## src/rtl/cpu_pkg.sv

```systemverilog
// Shared CPU front-end constants: widths, special instruction encodings and
// the fetch FSM state type.
package cpu_pkg;

  localparam int          XLEN       = 64;
  localparam logic [31:0] END_MARKER = 32'hFFFF_FFFF;
  localparam logic [31:0] NOP_INSTR  = 32'h0000_0013;
  localparam logic [6:0]  OPC_BRANCH = 7'b1100011;

  typedef enum logic [0:0] {
    FS_RUN  = 1'b0,
    FS_HALT = 1'b1
  } fstate_e;

  function automatic logic is_end_marker(input logic [31:0] word);
    return word == END_MARKER;
  endfunction

endpackage

```

## src/rtl/sync_fifo.sv

```systemverilog
// Register-based synchronous FIFO with flush; head word is read straight from
// the storage registers.
module sync_fifo #(
  parameter int WIDTH = 8,
  parameter int DEPTH = 4
) (
  input  logic                         clk,
  input  logic                         rst_n,
  input  logic                         flush_i,
  input  logic                         push_i,
  input  logic [WIDTH-1:0]             data_i,
  input  logic                         pop_i,
  output logic [WIDTH-1:0]             data_o,
  output logic                         full_o,
  output logic                         empty_o,
  output logic [$clog2(DEPTH+1)-1:0]   count_o
);

  localparam int PW = (DEPTH > 1) ? $clog2(DEPTH) : 1;
  localparam int CW = $clog2(DEPTH + 1);

  logic [WIDTH-1:0] mem_q [DEPTH];
  logic [PW-1:0]    wptr_q, wptr_d, rptr_q, rptr_d;
  logic [CW-1:0]    count_q, count_d;
  logic             do_push, do_pop;

  function automatic logic [PW-1:0] ptr_inc(input logic [PW-1:0] p);
    return (p == PW'(DEPTH - 1)) ? '0 : p + PW'(1);
  endfunction

  assign count_o = count_q;
  assign empty_o = (count_q == '0);
  assign full_o  = (count_q == CW'(DEPTH));
  assign data_o  = mem_q[rptr_q];

  // A full FIFO may still take a push when the head leaves in the same cycle.
  assign do_push = push_i && (!full_o || pop_i);
  assign do_pop  = pop_i && !empty_o;

  always_comb begin
    wptr_d  = do_push ? ptr_inc(wptr_q) : wptr_q;
    rptr_d  = do_pop  ? ptr_inc(rptr_q) : rptr_q;
    count_d = count_q + CW'(do_push) - CW'(do_pop);
    if (flush_i) begin
      wptr_d  = '0;
      rptr_d  = '0;
      count_d = '0;
    end
  end

  always_ff @(posedge clk or negedge rst_n) begin
    if (!rst_n) begin
      wptr_q  <= '0;
      rptr_q  <= '0;
      count_q <= '0;
    end else begin
      wptr_q  <= wptr_d;
      rptr_q  <= rptr_d;
      count_q <= count_d;
    end
  end

  always_ff @(posedge clk) begin
    if (do_push && !flush_i) mem_q[wptr_q] <= data_i;
  end

endmodule

```

## src/rtl/fetch_unit.sv

```systemverilog
// Instruction fetch front end: owns the PC, issues credit-limited imem
// requests, queues returned words and handles branch redirects.
module fetch_unit #(
  parameter int               XLEN      = cpu_pkg::XLEN,
  parameter int               QDEPTH    = 4,
  parameter int               MAX_OUTST = 2,
  parameter logic [XLEN-1:0]  RESET_PC  = '0
) (
  input  logic            clk,
  input  logic            reset,
  output logic            imem_req_valid,
  input  logic            imem_req_ready,
  output logic [XLEN-1:0] imem_req_addr,
  input  logic            imem_resp_valid,
  input  logic [31:0]     imem_resp_data,
  input  logic            redirect_valid,
  input  logic [XLEN-1:0] redirect_pc,
  output logic            out_valid,
  input  logic            out_ready,
  output logic [XLEN-1:0] out_pc,
  output logic [31:0]     out_instr,
  output logic            out_end,
  output logic            halted
);

  import cpu_pkg::*;

  localparam int QCW = $clog2(QDEPTH + 1);
  localparam int OW  = $clog2(MAX_OUTST + 1);
  localparam int CW  = QCW + OW + 1;
  localparam int EW  = XLEN + 33;

  logic [XLEN-1:0] pc_q, pc_d;
  fstate_e         state_q, state_d;
  logic [OW-1:0]   outst_q, outst_d, drop_q, drop_d;

  logic [QCW-1:0]  q_count;
  logic            q_full, q_empty, q_push, q_pop;
  logic [EW-1:0]   q_din, q_dout;

  logic [XLEN-1:0] t_dout;
  logic [OW-1:0]   t_count;
  logic            t_full, t_empty;

  logic [CW-1:0]   credit_used;
  logic            acc, resp, resp_drop, word_end;

  // Live credits: queued words plus responses that will still be enqueued.
  assign credit_used    = CW'(q_count) + CW'(outst_q) - CW'(drop_q);
  assign imem_req_valid = reset && (state_q == FS_RUN) &&
                          (outst_q < OW'(MAX_OUTST)) && (credit_used < CW'(QDEPTH));
  assign imem_req_addr  = pc_q;

  assign acc       = imem_req_valid && imem_req_ready;
  assign resp      = imem_resp_valid;
  assign resp_drop = resp && (drop_q != '0);
  assign word_end  = is_end_marker(imem_resp_data);
  assign q_push    = resp && !redirect_valid && (drop_q == '0);
  assign q_din     = {t_dout, imem_resp_data, word_end};

  assign out_valid = !q_empty;
  assign q_pop     = out_valid && out_ready;
  assign out_pc    = q_dout[EW-1:33];
  assign out_instr = q_dout[32:1];
  assign out_end   = q_dout[0];
  assign halted    = (state_q == FS_HALT);

  always_comb begin
    pc_d    = pc_q;
    state_d = state_q;
    outst_d = outst_q + OW'(acc) - OW'(resp);
    drop_d  = drop_q - OW'(resp_drop);
    if (acc) pc_d = pc_q + XLEN'(4);
    if (q_push && word_end) state_d = FS_HALT;
    // Everything still in flight after this edge belongs to the old path.
    if (redirect_valid) begin
      pc_d    = redirect_pc & ~XLEN'(3);
      state_d = FS_RUN;
      drop_d  = outst_d;
    end
  end

  always_ff @(posedge clk or negedge reset) begin
    if (!reset) begin
      pc_q    <= RESET_PC;
      state_q <= FS_RUN;
      outst_q <= '0;
      drop_q  <= '0;
    end else begin
      pc_q    <= pc_d;
      state_q <= state_d;
      outst_q <= outst_d;
      drop_q  <= drop_d;
    end
  end

  sync_fifo #(.WIDTH(EW), .DEPTH(QDEPTH)) u_prefetch_q (
    .clk     (clk),
    .rst_n   (reset),
    .flush_i (redirect_valid),
    .push_i  (q_push),
    .data_i  (q_din),
    .pop_i   (q_pop),
    .data_o  (q_dout),
    .full_o  (q_full),
    .empty_o (q_empty),
    .count_o (q_count)
  );

  // Request PCs in issue order; every response pops one, stale or not.
  sync_fifo #(.WIDTH(XLEN), .DEPTH(MAX_OUTST)) u_tag_q (
    .clk     (clk),
    .rst_n   (reset),
    .flush_i (1'b0),
    .push_i  (acc),
    .data_i  (pc_q),
    .pop_i   (resp),
    .data_o  (t_dout),
    .full_o  (t_full),
    .empty_o (t_empty),
    .count_o (t_count)
  );

  a_resp_outst: assert property (@(posedge clk) disable iff (!reset)
                  imem_resp_valid |-> (outst_q != '0 && !t_empty));
  a_tag_room:   assert property (@(posedge clk) disable iff (!reset) !(acc && t_full));
  a_q_room:     assert property (@(posedge clk) disable iff (!reset) !(q_push && q_full && !q_pop));
  a_tag_sync:   assert property (@(posedge clk) disable iff (!reset) t_count == outst_q);
  a_drop_le:    assert property (@(posedge clk) disable iff (!reset) drop_q <= outst_q);

endmodule

```

## config.mk

```make
export PLATFORM = sky130hd
export DESIGN_NAME = fetch_unit
export DESIGN_NICKNAME = d
export VERILOG_FILES = /design/src/rtl/cpu_pkg.sv /design/src/rtl/sync_fifo.sv /design/src/rtl/fetch_unit.sv
export SDC_FILE = /design/constraint.sdc
export NUM_CORES = 1
export LEC_CHECK = 0
export ABC_AREA = 1
export BUFFER_PORTS_ARGS = -buffer_cell sky130_fd_sc_hd__buf_2
export CORE_MARGIN = 2
export CORE_UTILIZATION = 55
export CTS_BUF_LIST = sky130_fd_sc_hd__clkbuf_4 sky130_fd_sc_hd__clkbuf_8
export CTS_CLUSTER_DIAMETER = 200
export DETAILED_ROUTE_END_ITERATION = 7
export PLACE_DENSITY = 0.78
export SLEW_MARGIN = 20
export SYNTH_ARGS = -nofsm -noshare
export SYNTH_HDL_FRONTEND = slang
export SYNTH_SLANG_ARGS = --single-unit
```

## constraint.sdc

```tcl
create_clock -name clk -period 5 [get_ports clk]
set_input_delay 1 -clock clk [delete_from_list [all_inputs] [get_ports clk]]
set_output_delay 1 -clock clk [all_outputs]
set_load 0.03 [all_outputs]
```

==> results_dict.tcl <==
set metrics [dict create \
    status "completed" \
    setup.worst_path.start "u_prefetch_q.rptr_q[1]$_DFFE_PN0P_" \
    grt.overflow.total 0 \
    ys.warnings.count 0 \
    crit_cells 5 \
    min_period_over_period 0.802 \
    syn_inst 2286 \
    ys.flop_type "edfxtp_1" \
    crit_arrival_ns 3.01 \
    post-route-min-period_ns 4.01 \
    die_w_um 216 \
    place_area_um2 26800 \
    synth-seq-cells 582 \
    required_ns 4.00 \
    pwr-share-comb 0.298 \
    cts.sinks 582 \
    drt_first_pass_iters 6 \
    die_h_um 216 \
    ios 266 \
    p_leak_uw 0.0113 \
    ys_types 34 \
    gp_congestion 0.908 \
    max-vdd-ir-drop_v 0.000331 \
    ctsLongestPathBuffers 3 \
    cpLargestDelayFamily "buffers and inverters" \
    num_vias 18000 \
    antenna_found_initial 4 \
    clk_pin_slew_ns 0.06 \
    p_int_uw 9530 \
    clk_latency_ns 0.68 \
    ff2ff_path_depth 13 \
    start_kind "flop" \
    drive_above_1_share 0.184 \
    maxCapViolCount 0 \
    postSynthAreaPerCell_um2 10.8 \
    drc 0 \
    r2r-end "imem_req_addr[51]$_DFFE_PN0P_" \
    syn2layout_area_growth_pct 16.3 \
    worst_slew_pin_slew_ns 1.01 \
    power.density_nw_per_um2 526 \
    setup_violations 0 \
    postCtsSetupBuffers 0 \
    grt_pass1_wl_um 96900 \
    crit_slowest_cell "inv_2" \
    routedWlPerCell_um 19.5 \
    setup.worst_path.end "out_end" \
    ant_nets 0 \
    postCtsHoldBufs 0 \
    core_region_area_um2 44300 \
    slew_headroom 0.325 \
    die_area_um2 46700 \
    start_util 0.558 \
    syn-cell-area_um2 24700 \
    final_nets 2690 \
    rsz0062_at_grt "false" \
    crit_type "reg2out" \
    hp-class "in2async" \
    rows 77 \
    skew_ns 0.0327 \
    io_buffer_count 259 \
    viasPerCell 5.54 \
    cts_max_level 3 \
    hold_viol_final 0 \
    grt_pass1_vias 17400 \
    max_stage_delay_ns 0.74 \
    cts_tree "yes" \
    root_buffer "clkbuf_8" \
    grt_use_total 0.271 \
    fin_area_um2 28800 \
    drv_slew 0 \
    synth_edf_count 504 \
    critPathBufInv 3 \
    dp.final_hpwl_um 40800 \
    r2r_start "u_prefetch_q.count_o[1]$_DFF_PN0_" \
    max_freq_mhz 249 \
    r2r_slack_ns 1.36 \
    p_sw_uw 5610 \
    synth_async_sr_flop_share 0.134 \
    mostFrequentLayoutCell "nand2_1" \
    pwr-share-clk 0.276 \
    path_cells "inv_2 > buf_4 > o21ai_0 > o22ai_1 > buf_2" \
    power_uw 15100 \
    wl_um 63100 \
    p_sw_frac 0.370 \
    worst_setup_path_end_kind "output port" \
    numCtsBuffers 91 \
    ys_seq_area_frac 0.691 \
    pwr-share-seq 0.426 \
    final_cell_mix "586 x nand2_1, 504 x edfxtp_1, 321 x nor2_1" \
    drtIter0Drc 1871 \
    post_cts_resized 0 \
    critPathMaxFanout 46 \
    grt_max_degree 193 \
]
[cell type report]
cell class | instances | area (µm²)
diodes | 6 | 15.0
clock buffers | 133 | 1620
clock inverters | 36 | 329
fillers | 3339 | 15500
inverters | 133 | 503
multi-input cells | 1469 | 6770
flip-flops and latches | 582 | 17100
well taps | 592 | 741
repair buffers | 292 | 1720
[synthesized netlist by cell type (4+ instances only)]
cell,n,area share
a21oi_1,5,0.0010
buf_1,7,0.0011
buf_2,12,0.0024
buf_4,4,0.0012
clkbuf_1,80,0.012
dfrtp_1,78,0.079
edfxtp_1,504,0.61
ha_1,17,0.0086
inv_1,129,0.020
inv_2,4,0.00061
nand2_1,586,0.089
nand2_2,5,0.0013
nand3_1,140,0.028
nand3b_1,10,0.0030
nand4_1,16,0.0040
nor2_1,326,0.049
nor2_2,10,0.0025
nor2_4,7,0.0032
o21ai_0,203,0.041
o21bai_1,8,0.0024
o22ai_1,95,0.024
xnor2_1,11,0.0039
xor2_1,13,0.0046
[power by group through the flow]
stage          registers (µW)  logic, µW  clock network [µW]
2_1_floorplan            6570       2870                   0
3_3_place_gp             6510       4350                   0
3_5_place_dp             6530       4500                   0
4_1_cts                  6440       4510                4250
5_1_grt                  6480       4920                4480
6_report                 6450       4520                4180
[through the flow]
stage                     cells   util  setup WS (ns)  hold WS [ns]  TNS [ns]
after floorplan            2289      -          -1.05         0.449   -398.54
after CTS                  3237  0.649          0.950         0.427         0
after global routing       3242  0.650          0.818         0.457         0
after global placement     3068  0.605           1.47         0.463         0
after detailed placement   3068  0.605           1.38         0.466         0
final                      3243  0.650          0.988         0.453         0
[layer usage]
layer / up-vias / global-route usage / part of all wire
li1: 8435 / - / -
met1: 8591 / 0.376 / 0.41
met2: 804 / 0.428 / 0.47
met3: 132 / 0.0458 / 0.080
met4: 0 / 0.113 / 0.033
met5: - / 0 / 0
[how the worst min path moves through the flow]
stage,from,end,slack (ns),cells after the start
floorplan,u_tag_q.wptr_q$_DFFE_PN0N_,u_tag_q.wptr_q$_DFFE_PN0N_,0.45,2
global placement,u_tag_q.wptr_q$_DFFE_PN0N_,u_tag_q.wptr_q$_DFFE_PN0N_,0.46,2
detailed placement,u_tag_q.wptr_q$_DFFE_PN0N_,u_tag_q.wptr_q$_DFFE_PN0N_,0.47,2
CTS,reset,imem_req_addr[60]$_DFFE_PN0P_,0.43,2
global route,reset,imem_req_addr[60]$_DFFE_PN0P_,0.46,2
finish,reset,imem_req_addr[60]$_DFFE_PN0P_,0.45,2
[logic make-up after synthesis]
family / count (synthesis) / synth area share
compound gates: 313 / 0.0693
xor+xnor: 24 / 0.00850
fa+ha+maj: 19 / 0.0102
buf+inv: 238 / 0.0379
flops: 582 / 0.691
other cells: 1 / 0.000152
simple gates: 1109 / 0.183
[worst reg2reg max path, delay by kind of cell (launching register included)]
kind	cells	cell delay (ns)
flops	1	0.36
buf+inv	3	0.67
simple gates	8	1.74
fa+ha+maj	2	0.80
[sequential cells by signal, indices dropped and copies added, names as in the netlist]
name	flops
u_tag_q.mem_q	124
u_prefetch_q.rptr_q	2
imem_req_addr	62
u_tag_q.count_o	2
u_prefetch_q.count_o	3
u_tag_q.rptr_q	1
u_prefetch_q.mem_q	380
u_tag_q.wptr_q	1
drop_q	2
halted	1
outst_q	2
u_prefetch_q.wptr_q	2
No activity file was read; power rests on OpenSTA's default activity.
